<file path="src/rtl/fun_pkg.sv">
// Shared constants and state encoding for the fun_inv datapath and its
// multiplier.
package fun_pkg;

    localparam int          OP_W    = 8;
    localparam logic [3:0]  MUL_CYC = 4'd9;
    localparam logic [7:0]  D_MAX   = 8'd6;
    localparam logic [7:0]  SAT_VAL = 8'd255;

    typedef enum logic [2:0] {
        IDLE = 3'd0,
        SQ   = 3'd1,
        SUB  = 3'd2,
        CU1  = 3'd3,
        CU2  = 3'd4,
        DONE = 3'd5
    } state_t;

endpackage

</file>
<file path="src/rtl/fun_inv_if.sv">
// Request/result bundle of fun_inv: the requester drives start and the
// operands, the block returns busy and the registered result.
interface fun_inv_if;
    import fun_pkg::*;

    logic            start_i;
    logic [OP_W-1:0] a_bi;
    logic [OP_W-1:0] y_bi;
    logic            busy_o;
    logic [OP_W-1:0] b_bo;
    logic            ovf_o;

    modport master (output start_i, a_bi, y_bi, input busy_o, b_bo, ovf_o);
    modport slave  (input start_i, a_bi, y_bi, output busy_o, b_bo, ovf_o);

endinterface

</file>
<file path="src/rtl/fun_inv_mul8.sv">
// Sequential 8x8 unsigned shift-add multiplier: one partial product per
// cycle, busy for 8 cycles after start, product held until the next start.
module mul8
    import fun_pkg::*;
(
    input  logic              clk_i,
    input  logic              rst_i,
    input  logic              start_i,
    input  logic [OP_W-1:0]   a_i,
    input  logic [OP_W-1:0]   b_i,
    output logic              busy_o,
    output logic [2*OP_W-1:0] p_o
);

    logic [2*OP_W-1:0] acc_q, acc_d;
    logic [2*OP_W-1:0] mcand_q, mcand_d;
    logic [OP_W-1:0]   mplier_q, mplier_d;
    logic [3:0]        cnt_q, cnt_d;

    always_comb begin
        acc_d    = acc_q;
        mcand_d  = mcand_q;
        mplier_d = mplier_q;
        cnt_d    = cnt_q;
        if (start_i && (cnt_q == 4'd0)) begin
            acc_d    = '0;
            mcand_d  = {{OP_W{1'b0}}, a_i};
            mplier_d = b_i;
            cnt_d    = 4'(OP_W);
        end else if (cnt_q != 4'd0) begin
            if (mplier_q[0]) begin
                acc_d = acc_q + mcand_q;
            end
            mcand_d  = mcand_q << 1;
            mplier_d = mplier_q >> 1;
            cnt_d    = cnt_q - 4'd1;
        end
    end

    always_ff @(posedge clk_i or negedge rst_i) begin
        if (!rst_i) begin
            acc_q    <= '0;
            mcand_q  <= '0;
            mplier_q <= '0;
            cnt_q    <= '0;
        end else begin
            acc_q    <= acc_d;
            mcand_q  <= mcand_d;
            mplier_q <= mplier_d;
            cnt_q    <= cnt_d;
        end
    end

    assign busy_o = (cnt_q != 4'd0);
    assign p_o    = acc_q;

endmodule

</file>
<file path="src/rtl/fun_inv.sv">
// Inverse of y = sqrt(a + cbrt(b)): b = (y*y - a)^3, built around one
// time-shared sequential multiplier.
module fun_inv
    import fun_pkg::*;
(
    input  logic      clk_i,
    input  logic      rst_i,
    fun_inv_if.slave  bus
);

    state_t            state_q, state_d;
    logic [3:0]        cnt_q, cnt_d;
    logic [OP_W-1:0]   a_q, a_d, y_q, y_d, d_q, d_d;
    logic              under_q, under_d, sat_q, sat_d;
    logic [OP_W-1:0]   b_q, b_d;
    logic              ovf_q, ovf_d;

    logic              mul_start, mul_busy;
    logic [OP_W-1:0]   mul_a, mul_b;
    logic [2*OP_W-1:0] prod;
    logic [2*OP_W:0]   diff;

    mul8 u_mul8 (
        .clk_i   (clk_i),
        .rst_i   (rst_i),
        .start_i (mul_start),
        .a_i     (mul_a),
        .b_i     (mul_b),
        .busy_o  (mul_busy),
        .p_o     (prod)
    );

    // Top bit of diff is the borrow: set when a exceeds y*y.
    assign diff = {1'b0, prod} - {{(OP_W+1){1'b0}}, a_q};

    always_comb begin
        state_d   = state_q;
        cnt_d     = cnt_q;
        a_d       = a_q;
        y_d       = y_q;
        d_d       = d_q;
        under_d   = under_q;
        sat_d     = sat_q;
        b_d       = b_q;
        ovf_d     = ovf_q;
        mul_start = 1'b0;
        mul_a     = y_q;
        mul_b     = y_q;
        case (state_q)
            IDLE: begin
                if (bus.start_i) begin
                    a_d     = bus.a_bi;
                    y_d     = bus.y_bi;
                    cnt_d   = 4'd0;
                    state_d = SQ;
                end
            end
            SQ, CU1, CU2: begin
                if (state_q == CU1) begin
                    mul_a = d_q;
                    mul_b = d_q;
                end else if (state_q == CU2) begin
                    mul_a = prod[OP_W-1:0];
                    mul_b = d_q;
                end
                mul_start = (cnt_q == 4'd0) && !mul_busy;
                if (cnt_q == MUL_CYC - 4'd1) begin
                    cnt_d   = 4'd0;
                    state_d = (state_q == SQ)  ? SUB :
                              (state_q == CU1) ? CU2 : DONE;
                end else begin
                    cnt_d = cnt_q + 4'd1;
                end
            end
            SUB: begin
                d_d     = diff[OP_W-1:0];
                under_d = diff[2*OP_W];
                sat_d   = !diff[2*OP_W] && (diff[2*OP_W-1:0] > {{OP_W{1'b0}}, D_MAX});
                state_d = (under_d || sat_d) ? DONE : CU1;
            end
            DONE: begin
                b_d     = under_q ? '0 : (sat_q ? SAT_VAL : prod[OP_W-1:0]);
                ovf_d   = under_q | sat_q;
                state_d = IDLE;
            end
            default: state_d = IDLE;
        endcase
    end

    always_ff @(posedge clk_i or negedge rst_i) begin
        if (!rst_i) begin
            state_q <= IDLE;
            cnt_q   <= '0;
            a_q     <= '0;
            y_q     <= '0;
            d_q     <= '0;
            under_q <= 1'b0;
            sat_q   <= 1'b0;
            b_q     <= '0;
            ovf_q   <= 1'b0;
        end else begin
            state_q <= state_d;
            cnt_q   <= cnt_d;
            a_q     <= a_d;
            y_q     <= y_d;
            d_q     <= d_d;
            under_q <= under_d;
            sat_q   <= sat_d;
            b_q     <= b_d;
            ovf_q   <= ovf_d;
        end
    end

    assign bus.busy_o = (state_q != IDLE);
    assign bus.b_bo   = b_q;
    assign bus.ovf_o  = ovf_q;

endmodule

</file>
<file path="src/flat_wrapper.sv">
// flat-port wrapper written by rule: the top's interface ports become plain ports
module fun_inv_flat import fun_pkg::*;
  (clk_i, rst_i, bus_start_i, bus_a_bi, bus_y_bi, bus_busy_o, bus_b_bo, bus_ovf_o);
  fun_inv_if bus_i ();
  input  logic clk_i;
  input  logic rst_i;
  input wire logic [$bits(bus_i.start_i)-1:0] bus_start_i;
  input wire logic [$bits(bus_i.a_bi)-1:0] bus_a_bi;
  input wire logic [$bits(bus_i.y_bi)-1:0] bus_y_bi;
  output wire logic [$bits(bus_i.busy_o)-1:0] bus_busy_o;
  output wire logic [$bits(bus_i.b_bo)-1:0] bus_b_bo;
  output wire logic [$bits(bus_i.ovf_o)-1:0] bus_ovf_o;
  assign bus_i.start_i = bus_start_i;
  assign bus_i.a_bi = bus_a_bi;
  assign bus_i.y_bi = bus_y_bi;
  assign bus_busy_o = bus_i.busy_o;
  assign bus_b_bo = bus_i.b_bo;
  assign bus_ovf_o = bus_i.ovf_o;
  fun_inv u_core (.clk_i(clk_i), .rst_i(rst_i), .bus(bus_i));
endmodule
</file>
<file path="config.mk">
export PLATFORM = sky130hd
export DESIGN_NAME = fun_inv_flat
export DESIGN_NICKNAME = d
export VERILOG_FILES = /design/src/rtl/fun_pkg.sv /design/src/rtl/fun_inv_if.sv /design/src/rtl/fun_inv_mul8.sv /design/src/rtl/fun_inv.sv /design/src/flat_wrapper.sv
export SDC_FILE = /design/constraint.sdc
export NUM_CORES = 1
export LEC_CHECK = 0
export CAP_MARGIN = 20
export CORE_MARGIN = 5
export CORE_UTILIZATION = 67
export CTS_BUF_LIST = sky130_fd_sc_hd__clkbuf_4
export DETAILED_ROUTE_END_ITERATION = 8
export PLACE_DENSITY = 0.95
export SLEW_MARGIN = 25
export SYNTH_ARGS = -nofsm -noshare
export SYNTH_HDL_FRONTEND = slang
export SYNTH_SLANG_ARGS = --single-unit
</file>
<file path="constraint.sdc">
create_clock -name clk_i -period 7.85 [get_ports clk_i]
set_clock_uncertainty 0.15 [all_clocks]
set_input_delay 1.57 -clock clk_i [delete_from_list [all_inputs] [get_ports clk_i]]
set_output_delay 1.57 -clock clk_i [all_outputs]
set_load 0.005 [all_outputs]
</file>
---- Word-level counts from Yosys, hierarchy flattened ----
Index checks and enable logic that the tools add are counted.
storage, ports and cells
  register bits after elaboration ......... 86
  output and inout port bits .............. 10
  word-level logic and storage cells ...... 73
cells by class
  add/subtract/negate cells ............... 4
  magnitude comparators ................... 1
  equal/unequal tests ..................... 8
  multiplexer cells ....................... 27
  bitwise operators ....................... 1
  reductions and logical operators ........ 19
operators by type and width
  kind                 number
  $mux 16              5
  $mux 8               10
  $sub 16x8->17        1
  $add 16x16->16       1
  $gt 16x3->1 const B  1
  $mux 4               4
  $mux 3               4
  $pmux 3 s3           1
  $logic_not 4->1      2
  $pmux 4 s2           1
  $reduce_and 2->1     4
  $eq 3x2->1 const B   2
  $eq 3x3->1 const B   2
  $reduce_bool 2->1    3
  $add 4x1->4 const B  1
  $eq 4x4->1 const B   1
  $reduce_bool 4->1    1
  $sub 4x1->4 const B  1
  $eq 3x1->1 const B   1
  $logic_and 1x1->1    3
  $logic_not 3->1      1
  $reduce_bool 3->1    1
  $reduce_or 3->1      1
  $logic_not 1->1      2
  5 further kinds      6

---- Logic depth before layout (Yosys ltp) ----
Gate-level depths: netlist of the first run.
  word-level depth ........................ 7
  depth in mapped cells ................... 11
  gate-level depth less buffers ........... 11

---- Modules after synthesis ----
Synthesis of the first run repeated with hierarchy kept, for this count alone.
second synthesis, totals
  cell total of the unflattened synthesis .. 578
  area, all modules ....................... 5,241.3 um^2
by module, submodules not included
  module   times used  cells an instance  area an instance (um^2)  seq. area each (um^2)
  fun_inv  1           306                2,693.8                  1,051.0
  mul8     1           272                2,547.4                  1,101.1

---- Least setup slack after synthesis of the first run ----
No wires, ideal clock.
  path type ............................... in2reg
  start ................................... input bus_start_i
  end ..................................... register u_core.y_q[2]
  setup time .............................. 0.125 ns
  data arrival time ....................... 2.584 ns
  required time ........................... 7.575 ns
  slack ................................... 4.992 ns
  stages .................................. 4
  cells stage by stage .................... and3_1 -> clkbuf_1 -> clkbuf_1 -> mux2_2
between the ends
  longest elaborated chain between the ends .. 1
RTL lines
  element                     RTL line           RTL
  from (decl)                 flat_wrapper.sv:7  input wire logic [$bits(bus_i.start_i)-1:0] bus_start_i;
  $reduce_and 2->1 (no line)  --
  to (signal assigned)        fun_inv.sv:105     y_q <= y_d;
  to (decl)                   fun_inv.sv:13      logic [OP_W-1:0] a_q, a_d, y_q, y_d, d_q, d_d;
No other way between the ends.
A chain may end at the register's enable or synchronous reset.

---- Worst setup path in the final report of the first run ----
  start ................................... register u_core.state_q[0]
  end ..................................... output bus_busy_o
between the ends
  longest elaborated chain between the ends .. 1
RTL lines
  element                 RTL line            RTL
  from (decl)             fun_inv.sv:11       state_t state_q, state_d;
  from (signal assigned)  fun_inv.sv:102      state_q <= state_d;
  $reduce_bool 3->1       fun_inv.sv:114      assign bus.busy_o = (state_q != IDLE);
  to (decl)               flat_wrapper.sv:10  output wire logic [$bits(bus_i.busy_o)-1:0] bus_busy_o;
No other way between the ends.

==> key figures, run 1 <==
Floorplanning
  • Core Rows: 31
  • Top-Level Pins: 29
  • Core box area: 0.00733 mm^2
  • Starting Density: 69.3%
  • Die Span X: between 90 and 100 um
  • Die area: 0.00943 mm^2
  • DIE HEIGHT: 97.1 um

Setup path
  • Worst R2R Start: u_core.u_mul8.cnt_q[0]
  • Setup Crit Path Kind: flip-flop to output pin
  • Worst reg2reg path endpoint: u_core.u_mul8.p_o[15]
  • CP endpoint: bus_busy_o
  • Slowest-stage cell, CP: dfrtp_1
  • Crit path launch type: flip-flop
  • CP cell instances: nor2_1 > nand2_1 > clkdlybuf4s50_1
  • R2R Setup Slk: roughly 4.7 ns
  • CP arrival: just under 2 ns
  • Slowest stage delay, CP: 0.72 ns
  • Crit path max fanout: 20
  • Critical Path Stages: 3
  • Bufs and invs on worst path: 1
  • R2R cell count: 7
  • CP startpoint: u_core.state_q[0]
  • Crit. End Element: output pin
  • Crit-path leading delay family: flip-flops
  • WP data required: about 6 ns

Synthesis
  • #FFs+latches synth: 86
  • Mapped Nets: 616
  • Netlist cell types: 57
  • Post-synth EDFFs: 0
  • Area leader, netlist: dfrtp_1
  • Commonest register cell after synthesis: dfrtp_1
  • Yosys warnings: 0
  • Synth Cell Area: 0.00508 mm^2
  • Share of the synthesized area in the top cell type: a little over two fifths
  • Synth top area cells: dfrtp_1, nand2_1, ha_1, o21ai_0, mux2_2
  • Cell count after synthesis: 569
  • Seq/Total Area, Yosys: 42.3%
  • FFs w/ async S/R, synth: 100%
  • Mean Syn Cell Area: 8.93 um^2

Final layout
  • Nets: 630
  • Fillers: 486
  • Fraction of final layout cells sized beyond drive strength 1: around 7%
  • Synth-to-Final Area Change: 9.70%
  • Antenna Cells: 0
  • Final Cell Area: around 0.0056 mm^2

Clock network
  • Clock Latency Late Sink: approximately 0.45 ns
  • Post-cts resize count: 0
  • Clock Tree Root: clkbuf_4
  • H-tree depth: 3
  • TritonCTS clock tree: built
  • CTS Buf Count: 9
  • Setup bufs post-CTS: 0
  • Hold-fix buffers, CTS: 0
  • CTS max path bufs: 2
  • Clock-pin slew on the worst setup and hold paths: 0.14 ns
  • CTS sink cnt: 86

Timing
  • Max transition margin: 35.0%
  • Fin. Hold Viols: 0
  • RSZ-0062 raised after global routing: no
  • Final Critical Period: about 3.7 ns
  • Final Max Tran Viols: 0
  • Total negative setup slack: 0 ns
  • Max Clock Freq: about 270 MHz
  • Worst-margin pin slew: 0.973 ns
  • Final Cycle Share: 47.3%
  • Number of setup violations in the final report: 0

Global routing
  • Initial antenna violation count: 0
  • First-pass GRT wire length: ~21 mm
  • Congestion Overflow GR: 0
  • Largest net degree at the start of global routing: 87
  • Total GRT Usage: 26.8%
  • Vias in the first global route: 4210

Hold path
  • WHS Path Cells: 1
  • Worst min-delay path class: flip-flop to flip-flop

Detailed routing
  • Vias: 4468
  • Post-route ant nets: 0
  • Avg WL per Cell: ~18 um
  • Residual DRC count: 0
  • Routed WL: 12.5 mm
  • 1st-iter DRT viols: 449
  • Drt first pass iters: 5
  • DR vias/cell: 6.50

Placement
  • Final HPWL DP: 8.82 mm
  • Placed cell areas: 0.00540 mm^2
  • # port buffers: 28
  • RePlAce Congestion: 0.922

Run
  • Max-cap violations: 0

Power
  • Pwr Total: around 0.0023 W
  • Peak VDD IR: between 0.2 and 0.25 mV
  • P per Cell Area: between 400 and 500 mW/mm^2
  • Leak Pwr: approximately 2.6 nW

Outcome
  • Status: completed
-- routing by layer --
layer | part of all wire [%] | wire length (um) | track usage, % | vias to the layer above
met5 | 0 | 0 | 0 | -
met2 | 45 | 5690 | 40.8 | 228
met3 | 8.5 | 1060 | 5.67 | 39
met1 | 43 | 5320 | 36.8 | 2125
li1 | - | - | - | 2076
met4 | 3.5 | 433 | 12.4 | 0
-- layout make-up --
type,instances,area (um^2),area share [%]
timing repair buffer,30,317,5.68
sequential,86,2150,38.6
tap,99,124,2.22
inverter,16,60.1,1.08
clock buffer,9,67.6,1.21
clock inverter,7,73.8,1.32
multi-input combinational,440,2780,49.9
-- flip-flops by register name (all words and copies together) (netlist names) --
register / count
u_core.u_mul8.cnt_q: 4
u_core.u_mul8.mplier_q: 8
u_core.sat_q: 1
u_core.cnt_q: 4
u_core.u_mul8.p_o: 16
u_core.a_q: 8
u_core.d_q: 8
u_core.u_mul8.mcand_q: 16
u_core.y_q: 8
u_core.bus.b_bo: 8
u_core.state_q: 3
u_core.bus.ovf_o: 1
u_core.under_q: 1
-- cells by family after synthesis --
kind of cell / synth area share (%)
AOI/OAI and AO/OA: 20.3
DFF: 42.3
xor gates and xnor gates: 3.27
buffers and inverters: 3.20
muxes: 4.87
adders and majority gates: 7.19
and+or+nand+nor: 18.9
-- placed cells by master (no fill, tap or decap), types with 2 or more instances in the layout --
cell type        netlist  layout
inv_1                 16      16
mux2i_1                9       9
xnor2_1               11      11
o21ai_0               47      47
o22ai_1                7       7
nand3_1               27      26
clkinv_2               0       2
nand2b_1              11      11
a21boi_0               2       2
or2_2                  2       2
a31oi_1               13      13
o211a_1                2       2
or3_1                  2       2
ha_1                  26      26
fa_1                   2       2
clkinv_4               0       2
a211oi_1              13      13
o211ai_1               3       3
xor2_1                 8       8
a22o_1                 3       3
nor3_1                 5       5
nor2b_1                8       8
a221oi_1               4       4
nand3b_1               3       3
dfrtp_1               86      86
o21ai_1                3       3
clkbuf_4               0       9
and3_1                 4       4
o31ai_1               12      12
o21a_1                 3       3
nor2_1                42      42
nand2_1               97      97
a21oi_1               25      24
a21o_1                 8       8
o2111ai_1              2       2
mux2_2                14      14
clkdlybuf4s50_1        0      27
-- synth_stat cells, drive strengths merged (3+ instances only) --
master,number
o31ai,12
nand2b,12
xor2,8
and3,4
xnor2,11
nor2b,8
dfrtp,86
nand2,97
inv,16
nand3b,3
o21ai,50
mux2i,9
buf,4
a211oi,13
mux2,14
o211ai,3
a221oi,5
nor3,5
clkbuf,23
o21a,3
a31oi,13
nor2,42
a21oi,25
a21o,8
a22o,3
ha,26
nand3,27
o22ai,7
nor4,3
-- per-stage QoR --
| stage | util, % | hold WS [ns] | std cells | worst slack [ns] |
|---|---|---|---|---|
| after global routing | 76.1 | 0.357 | 687 | 3.99 |
| after global placement | 73.7 | 0.309 | 670 | 4.37 |
| after CTS | 75.6 | 0.328 | 686 | 4.15 |
| after floorplan | - | 0.290 | 569 | 4.99 |
| after detailed placement | 73.7 | 0.310 | 670 | 4.28 |
| final | 76.1 | 0.326 | 687 | 4.14 |
-- how the worst min path moves through the flow --
stage	slack, ns	to	startpoint
after CTS	0.33	u_core.u_mul8.cnt_q[0]	u_core.u_mul8.cnt_q[0]
after global placement	0.31	u_core.u_mul8.cnt_q[0]	u_core.u_mul8.cnt_q[0]
final	0.33	u_core.u_mul8.cnt_q[0]	u_core.u_mul8.cnt_q[0]
after global routing	0.36	u_core.u_mul8.cnt_q[0]	u_core.u_mul8.cnt_q[0]
after detailed placement	0.31	u_core.u_mul8.cnt_q[0]	u_core.u_mul8.cnt_q[0]
after floorplan	0.29	u_core.u_mul8.cnt_q[0]	u_core.u_mul8.cnt_q[0]
-- worst reg2reg max path, cell delays in order (launching register included) --
cell and delay (ns):
dfrtp_1 0.42, inv_1 0.09, ha_1 0.20, nand3b_1 0.64
nand2_1 0.85, nor2_1 0.14, a211oi_1 0.35, mux2i_1 0.23
-- report_power, final --
| group | internal, W | switching [W] |
|---|---|---|
| sequential | 0.000618 | 0.000219 |
| clock | 0.0000981 | 0.000162 |
| combinational | 0.000505 | 0.000672 |
| total | 0.00122 | 0.00105 |
(Power assumes the default switching activity.)
==> run 2: changes to the inputs <==
- CORE_UTILIZATION: 67 -> 56
- PLACE_DENSITY: 0.95 -> 0.88
- clock period: 7.85 -> 3.3 ns (I/O delays scaled with it)
==> run 2 against run 1 <==
Effect of this change:
- final area rose by 0.94%
- non-clock buffer count rose by 11
- global-route usage fell by 3.5 points
- via count fell by 0.49%
- first-iteration DRC count fell by 25%
- core utilization fell by 12 points
- combinational power rose by 140%
- sequential cell count did not move
- hold slack got worse by 0.24 ns
- register-to-register slack got worse by 4.4 ns
==> key figures, run 2 (synthesis results as in run 1) <==
Setup path
  • Setup Crit Path Kind: flip-flop to flip-flop
  • CP arrival: 3.25 ns (+1.26 ns)
  • CP startpoint: u_core.u_mul8.p_o[0]
  • Slowest stage delay, CP: 0.46 ns (-0.26 ns)
  • Crit-path leading delay family: simple AND/OR/NAND/NOR gates
  • Crit-path most repeated cell: inv_1
  • Crit path max fanout: 5 (-75%)
  • Crit. End Element: flip-flop
  • WP data required: 3.52 ns (-2.61 ns)
  • CP cell instances: inv_1 > ha_1 > inv_1 > fa_1 > a211oi_1 > nor2_1 > xor2_1 > nor4_2 > o2111ai_1 > or3_1 > a21oi_1
  • Worst R2R Start: u_core.u_mul8.p_o[0]
  • Slowest-stage cell, CP: dfrtp_1
  • Bufs and invs on worst path: 2 (+1)
  • R2R Setup Slk: 0.27 ns (-4.44 ns)
  • Crit path launch type: flip-flop

Clock network
  • CTS max path bufs: 2 (unchanged)
  • TritonCTS clock tree: built
  • Setup bufs post-CTS: 0 (unchanged)
  • CTS sink cnt: 86 (unchanged)
  • Clock Latency Late Sink: 0.45 ns (about the same)
  • Clock-pin slew on the worst setup and hold paths: 0.15 ns (about the same)
  • Clock Tree Root: clkbuf_4
  • Hold-fix buffers, CTS: 0 (unchanged)
  • Post-cts resize count: 0 (unchanged)
  • H-tree depth: 3 (unchanged)
  • CTS Buf Count: 9 (unchanged)

Floorplanning
  • Die Span X: 105 um (+8.4%)
  • DIE HEIGHT: 105 um (+8.4%)
  • Core box area: 0.00881 mm^2 (+20%)
  • Die area: 0.0111 mm^2 (+18%)
  • Starting Density: 57.7% (-12 points)
  • Top-Level Pins: 29 (unchanged)
  • Core Rows: 34 (+9.7%)

Detailed routing
  • Post-route ant nets: 0 (unchanged)
  • Residual DRC count: 0 (unchanged)
  • DR vias/cell: 6.29 (-3.3%)
  • 1st-iter DRT viols: 335 (-25%)
  • Vias: 4446 (-0.49%)
  • Avg WL per Cell: 18.2 um (about the same)
  • Routed WL: 12.9 mm (+2.8%)
  • Drt first pass iters: 5 (unchanged)

Power
  • Pwr Total: 0.00539 W (+140%)
  • Net Sw Frac: 46.5% (+0.19 points)
  • P_int: 0.00289 W (+140%)
  • Comb power frac: 53.6% (+1.8 points)
  • Peak VDD IR: 0.471 mV (+120%)
  • Clock group share of total power: 10.4% (-1.0 points)
  • Sw Pwr: 0.00251 W (+140%)
  • Reg power frac: 36.0% (-0.8 points)
  • Leak Pwr: 2.59 nW (+1.1%)
  • P per Cell Area: 958 mW/mm^2 (+130%)

Outcome
  • Status: completed

Placement
  • RePlAce Congestion: 0.893 (-3.2%)
  • Final HPWL DP: 9.59 mm (+8.7%)
  • # port buffers: 28 (unchanged)

Final layout
  • Fraction of final layout cells sized beyond drive strength 1: 8.51% (+1.4 points)
  • FF+latch area: 0.00215 mm^2 (unchanged)
  • Commonest non-fill, non-tap cells in the layout: nand2_1, dfrtp_1, o21ai_0, nor2_1, clkdlybuf4s50_1
  • Nets: 641 (+1.7%)
  • Multi-input logic area: 0.00278 mm^2 (-0.13%)
  • Fillers: 742 (+53%)
  • Commonest non-fill, non-tap cell in the layout: nand2_1
  • Synth-to-Final Area Change: 10.7%
  • Fin util: 63.9% (-12 points)
  • Antenna Cells: 0 (unchanged)

Run
  • Max-cap violations: 0 (unchanged)

Timing
  • Max transition margin: 46.4% (+11 points)
  • Worst-margin pin slew: 0.804 ns (-0.170 ns)
  • Max Clock Freq: 330 MHz
  • Final Cycle Share: 91.8%
  • Total negative setup slack: 0 ns (unchanged)
  • Final Critical Period: approximately 3 ns
  • Final Max Tran Viols: 0 (unchanged)
  • RSZ-0062 raised after global routing: no
  • Number of setup violations in the final report: 0 (unchanged)
  • Fin. Hold Viols: 0 (unchanged)
  • Hold_ws: 0.0845 ns (-0.242 ns)

Global routing
  • First-pass GRT wire length: 21.1 mm (+1.9%)
  • Vias in the first global route: 4364 (+3.7%)
  • Congestion Overflow GR: 0 (unchanged)
  • Total GRT Usage: 23.4% (-3.5 points)
  • Initial antenna violation count: 0 (unchanged)
  • Largest net degree at the start of global routing: 87 (unchanged)

Hold path
  • Worst min-delay path class: primary input to asynchronous set/reset pin
-- run 2: final timing paths --
check                                            end  depth (start not counted)
max in group asynchronous          u_core.state_q[1]                          1
min in group clk_i            u_core.u_mul8.cnt_q[0]                          1
setup reg to reg                   u_core.state_q[1]                         11
hold / removal             u_core.u_mul8.mcand_q[10]                          1
setup / recovery                   u_core.state_q[1]                         11
hold reg to reg               u_core.u_mul8.cnt_q[0]                          1
-- run 2: through the flow --
| stage | instances | setup slack [ns] | instance area [um^2] |
|---|---|---|---|
| 4_1_cts | 707 | 0.331 | 5630 |
| 6_report | 707 | 0.272 | 5630 |
| 3_3_place_gp | 691 | 0.524 | 5500 |
| 2_1_floorplan | 569 | 0.679 | 5080 |
| 5_1_grt | 707 | 0.190 | 5630 |
| 3_5_place_dp | 691 | 0.422 | 5500 |
-- run 2: worst reg2reg max path, stage by stage (launching register included) --
cell and delay (ns):
dfrtp_1 0.46, inv_1 0.08, ha_1 0.15, inv_1 0.05, fa_1 0.42, a211oi_1 0.33, nor2_1 0.11, xor2_1 0.18
nor4_2 0.30, o2111ai_1 0.21, or3_1 0.36, a21oi_1 0.16
-- run 2: final cells by class --
cell class	count	area share (%)
Clock buffer	9	1.20
Timing Repair Buffer	41	6.73
Clock inverter	7	1.00
Multi-Input combinational cell	440	49.4
Inverter	16	1.07
Sequential cell	86	38.2
Tap cell	108	2.40
-- run 2: power by group through the flow --
| stage | registers [W] | clock network [W] | logic, W |
|---|---|---|---|
| 2_1_floorplan | 0.00176 | 0 | 0.00215 |
| 3_3_place_gp | 0.00193 | 0 | 0.00270 |
| 3_5_place_dp | 0.00195 | 0 | 0.00284 |
| 4_1_cts | 0.00193 | 0.000571 | 0.00286 |
| 5_1_grt | 0.00199 | 0.000623 | 0.00320 |
| 6_report | 0.00194 | 0.000561 | 0.00289 |
-- run 2: metal layers --
metal | GRT usage, % | wire length, um
met1 | 28.6 | 5140
met3 | 5.75 | 923
met4 | 9.93 | 398
met5 | 0 | 0
met2 | 39.4 | 6390
==> run 3: changes to the inputs <==
- CORE_ASPECT_RATIO: default -> 0.5
- CORE_UTILIZATION: 56 -> 62
- PLACE_DENSITY: 0.88 -> 0.91
- clock period: 3.3 -> 3 ns (I/O delays scaled with it)
==> run 3 against run 2 <==
Effect of this change:
- first-iteration DRC count is 79% higher
- via count is 2.8% higher
- critical path depth is 2 lower
- fmax is 7.0% higher
- non-clock buffer count is 6 higher
- wire length is 0.70% higher
- largest cell class unchanged
- largest power group unchanged
==> key figures, run 3 (synthesis results as in run 1) <==
Outcome
  • Status: completed

Timing
  • Max transition margin: 56.1% (+9.7 points)
  • Worst-margin pin slew: 0.656 ns (-0.148 ns)
  • Number of setup violations in the final report: 0 (unchanged)
  • Total negative setup slack: 0 ns (unchanged)
  • Max Clock Freq: 353 MHz (+7.0%)
  • Final Critical Period: 2.83 ns (-0.198 ns)
  • Final Cycle Share: 94.3% (+2.6 points)
  • RSZ-0062 raised after global routing: no
  • Fin. Hold Viols: 0 (unchanged)
  • Final Max Tran Viols: 0 (unchanged)

Floorplanning
  • Core Rows: 23 (-32%)
  • Starting Density: 63.5% (+5.8 points)
  • DIE HEIGHT: 74.0 um (-30%)
  • Die Span X: 138 um (+31%)
  • Core box area: 0.00800 mm^2 (-9.2%)
  • Top-Level Pins: 29 (unchanged)
  • Die area: 0.0102 mm^2 (-7.8%)

Run
  • Max-cap violations: 0 (unchanged)

Placement
  • RePlAce Congestion: 0.913 (+2.3%)
  • Final HPWL DP: 9.17 mm (-4.4%)
  • DP Cell Count: 700 (+1.3%)
  • # port buffers: 28 (unchanged)

Final layout
  • Nets: 647 (+0.94%)
  • Fin util: 71.9% (+8.0 points)
  • Fillers: 574 (-23%)
  • Synth-to-Final Area Change: 13.2%
  • Fraction of final layout cells sized beyond drive strength 1: 10.2% (+1.7 points)
  • Antenna Cells: 0 (unchanged)
  • Commonest non-fill, non-tap cells in the layout: nand2_1, dfrtp_1, o21ai_0, nor2_1, clkdlybuf4s50_1
  • Commonest non-fill, non-tap cell in the layout: nand2_1
  • Fin cells: 717 (+1.4%)

Power
  • Peak VDD IR: 0.427 mV (-9.3%)
  • Leak Pwr: 2.64 nW (+1.9%)
  • P per Cell Area: 1080 mW/mm^2 (+12%)

Detailed routing
  • WL met3: 1.20 mm (+30%)
  • Post-route ant nets: 0 (unchanged)
  • DR vias/cell: 6.37 (+1.4%)
  • 1st-iter DRT viols: 600 (+79%)
  • Avg WL per Cell: 18.1 um (-0.70%)
  • Routed wl met2: 5.85 mm (-8.4%)
  • Vias: 4570 (+2.8%)
  • DRT met1 WL: 5.48 mm (+6.6%)
  • Top sig layer: met4
  • Drt first pass iters: 5 (unchanged)
  • Routed WL: 12.9 mm (+0.70%)
  • Residual DRC count: 0 (unchanged)

Global routing
  • Vias in the first global route: 4281 (-1.9%)
  • Largest net degree at the start of global routing: 48 (-45%)
  • Total GRT Usage: 26.3% (+2.9 points)
  • First-pass GRT wire length: 21.4 mm (+1.4%)
  • Initial antenna violation count: 0 (unchanged)
  • Congestion Overflow GR: 0 (unchanged)

Clock network
  • Clock-pin slew on the worst setup and hold paths: 0.13 ns (-0.02 ns)
  • TritonCTS clock tree: built
  • H-tree depth: 3 (unchanged)
  • CTS sink cnt: 86 (unchanged)
  • CTS Buf Count: 9 (unchanged)
  • Setup bufs post-CTS: 0 (unchanged)
  • Clock Latency Late Sink: 0.47 ns (+0.02 ns)
  • CTS max path bufs: 2 (unchanged)
  • Clock Tree Root: clkbuf_4

Setup path
  • Slowest-stage cell, CP: dfrtp_2
  • Crit path launch type: flip-flop
  • Setup Crit Path Kind: flip-flop to flip-flop
  • Crit. End Element: flip-flop
  • WP data required: 3.22 ns (-0.30 ns)
  • CP arrival: 3.05 ns (-0.20 ns)
  • CP cell instances: ha_1 > fa_1 > a211oi_1 > nor2_1 > o21ai_1 > o21ai_1 > a311o_1 > mux2i_1 > nor2_1
  • Slowest stage delay, CP: 0.47 ns (about the same)
  • Crit path max fanout: 5 (unchanged)

Hold path
  • Worst min-delay path class: flip-flop to flip-flop
run 3: path summary, 6_finish.rpt:
check                                        from                endpoint  slack [ns]  cells after the start
max                          u_core.u_mul8.p_o[0]   u_core.u_mul8.p_o[14]        0.17                      9
min                        u_core.u_mul8.cnt_q[0]  u_core.u_mul8.cnt_q[0]        0.34                      1
max reg2reg                  u_core.u_mul8.p_o[0]   u_core.u_mul8.p_o[14]        0.17                      9
min reg2reg                u_core.u_mul8.cnt_q[0]  u_core.u_mul8.cnt_q[0]        0.34                      1
max in group asynchronous                   rst_i           u_core.y_q[3]        1.58                      3
min in group asynchronous                   rst_i    u_core.u_mul8.p_o[8]        0.49                      2
run 3: repair_timing:
action,in CTS,in global routing
gates resized for setup,0,6
endpoints found under the setup margin,0,3
hold buffers,1,0
endpoints found under the hold margin,39,0
run 3: metrics by stage:
step                hold WS (ns)  cell area (um^2)  setup slack, ns  total power [W]
floorplan                  0.154              5080            0.379          0.00430
global placement           0.305              5560            0.242          0.00512
detailed placement         0.315              5560            0.126          0.00528
CTS                        0.341              5730           0.0341          0.00606
global route               0.386              5760           0.0305          0.00665
finish                     0.340              5760            0.170          0.00619
run 3: layer usage:
layer | vias to the layer above | track usage, %
met5 | - | 0
met4 | 0 | 11.8
met1 | 2186 | 34.7
met2 | 231 | 42.2
li1 | 2108 | -
met3 | 45 | 6.81
run 3: cell type report:
type / instances / area [um^2] / share of cell area (%)
inverter: 16 / 60.1 / 1.04
multi-input combinational: 440 / 2800 / 48.7
tap: 112 / 140 / 2.43
sequential: 86 / 2150 / 37.4
clock buffer: 9 / 67.6 / 1.17
timing repair buffer: 47 / 435 / 7.57
clock inverter: 7 / 98.8 / 1.72
run 3: worst max-delay path, delay by kind of cell, from the launching register on:
kind,cells,cell delay [ns]
AOI/OAI and AO/OA,4,1.12
and+or+nand+nor,2,0.17
DFF,1,0.47
muxes,1,0.15
adders and majority gates,2,0.66
run 3: power breakdown:
part | leakage (nW) | total [W] | internal [W] | switching [W]
Combinational | 1.46 | 0.00331 | 0.00143 | 0.00188
Clock | 0.0744 | 0.000763 | 0.000337 | 0.000425
Sequential | 1.11 | 0.00212 | 0.00162 | 0.000496
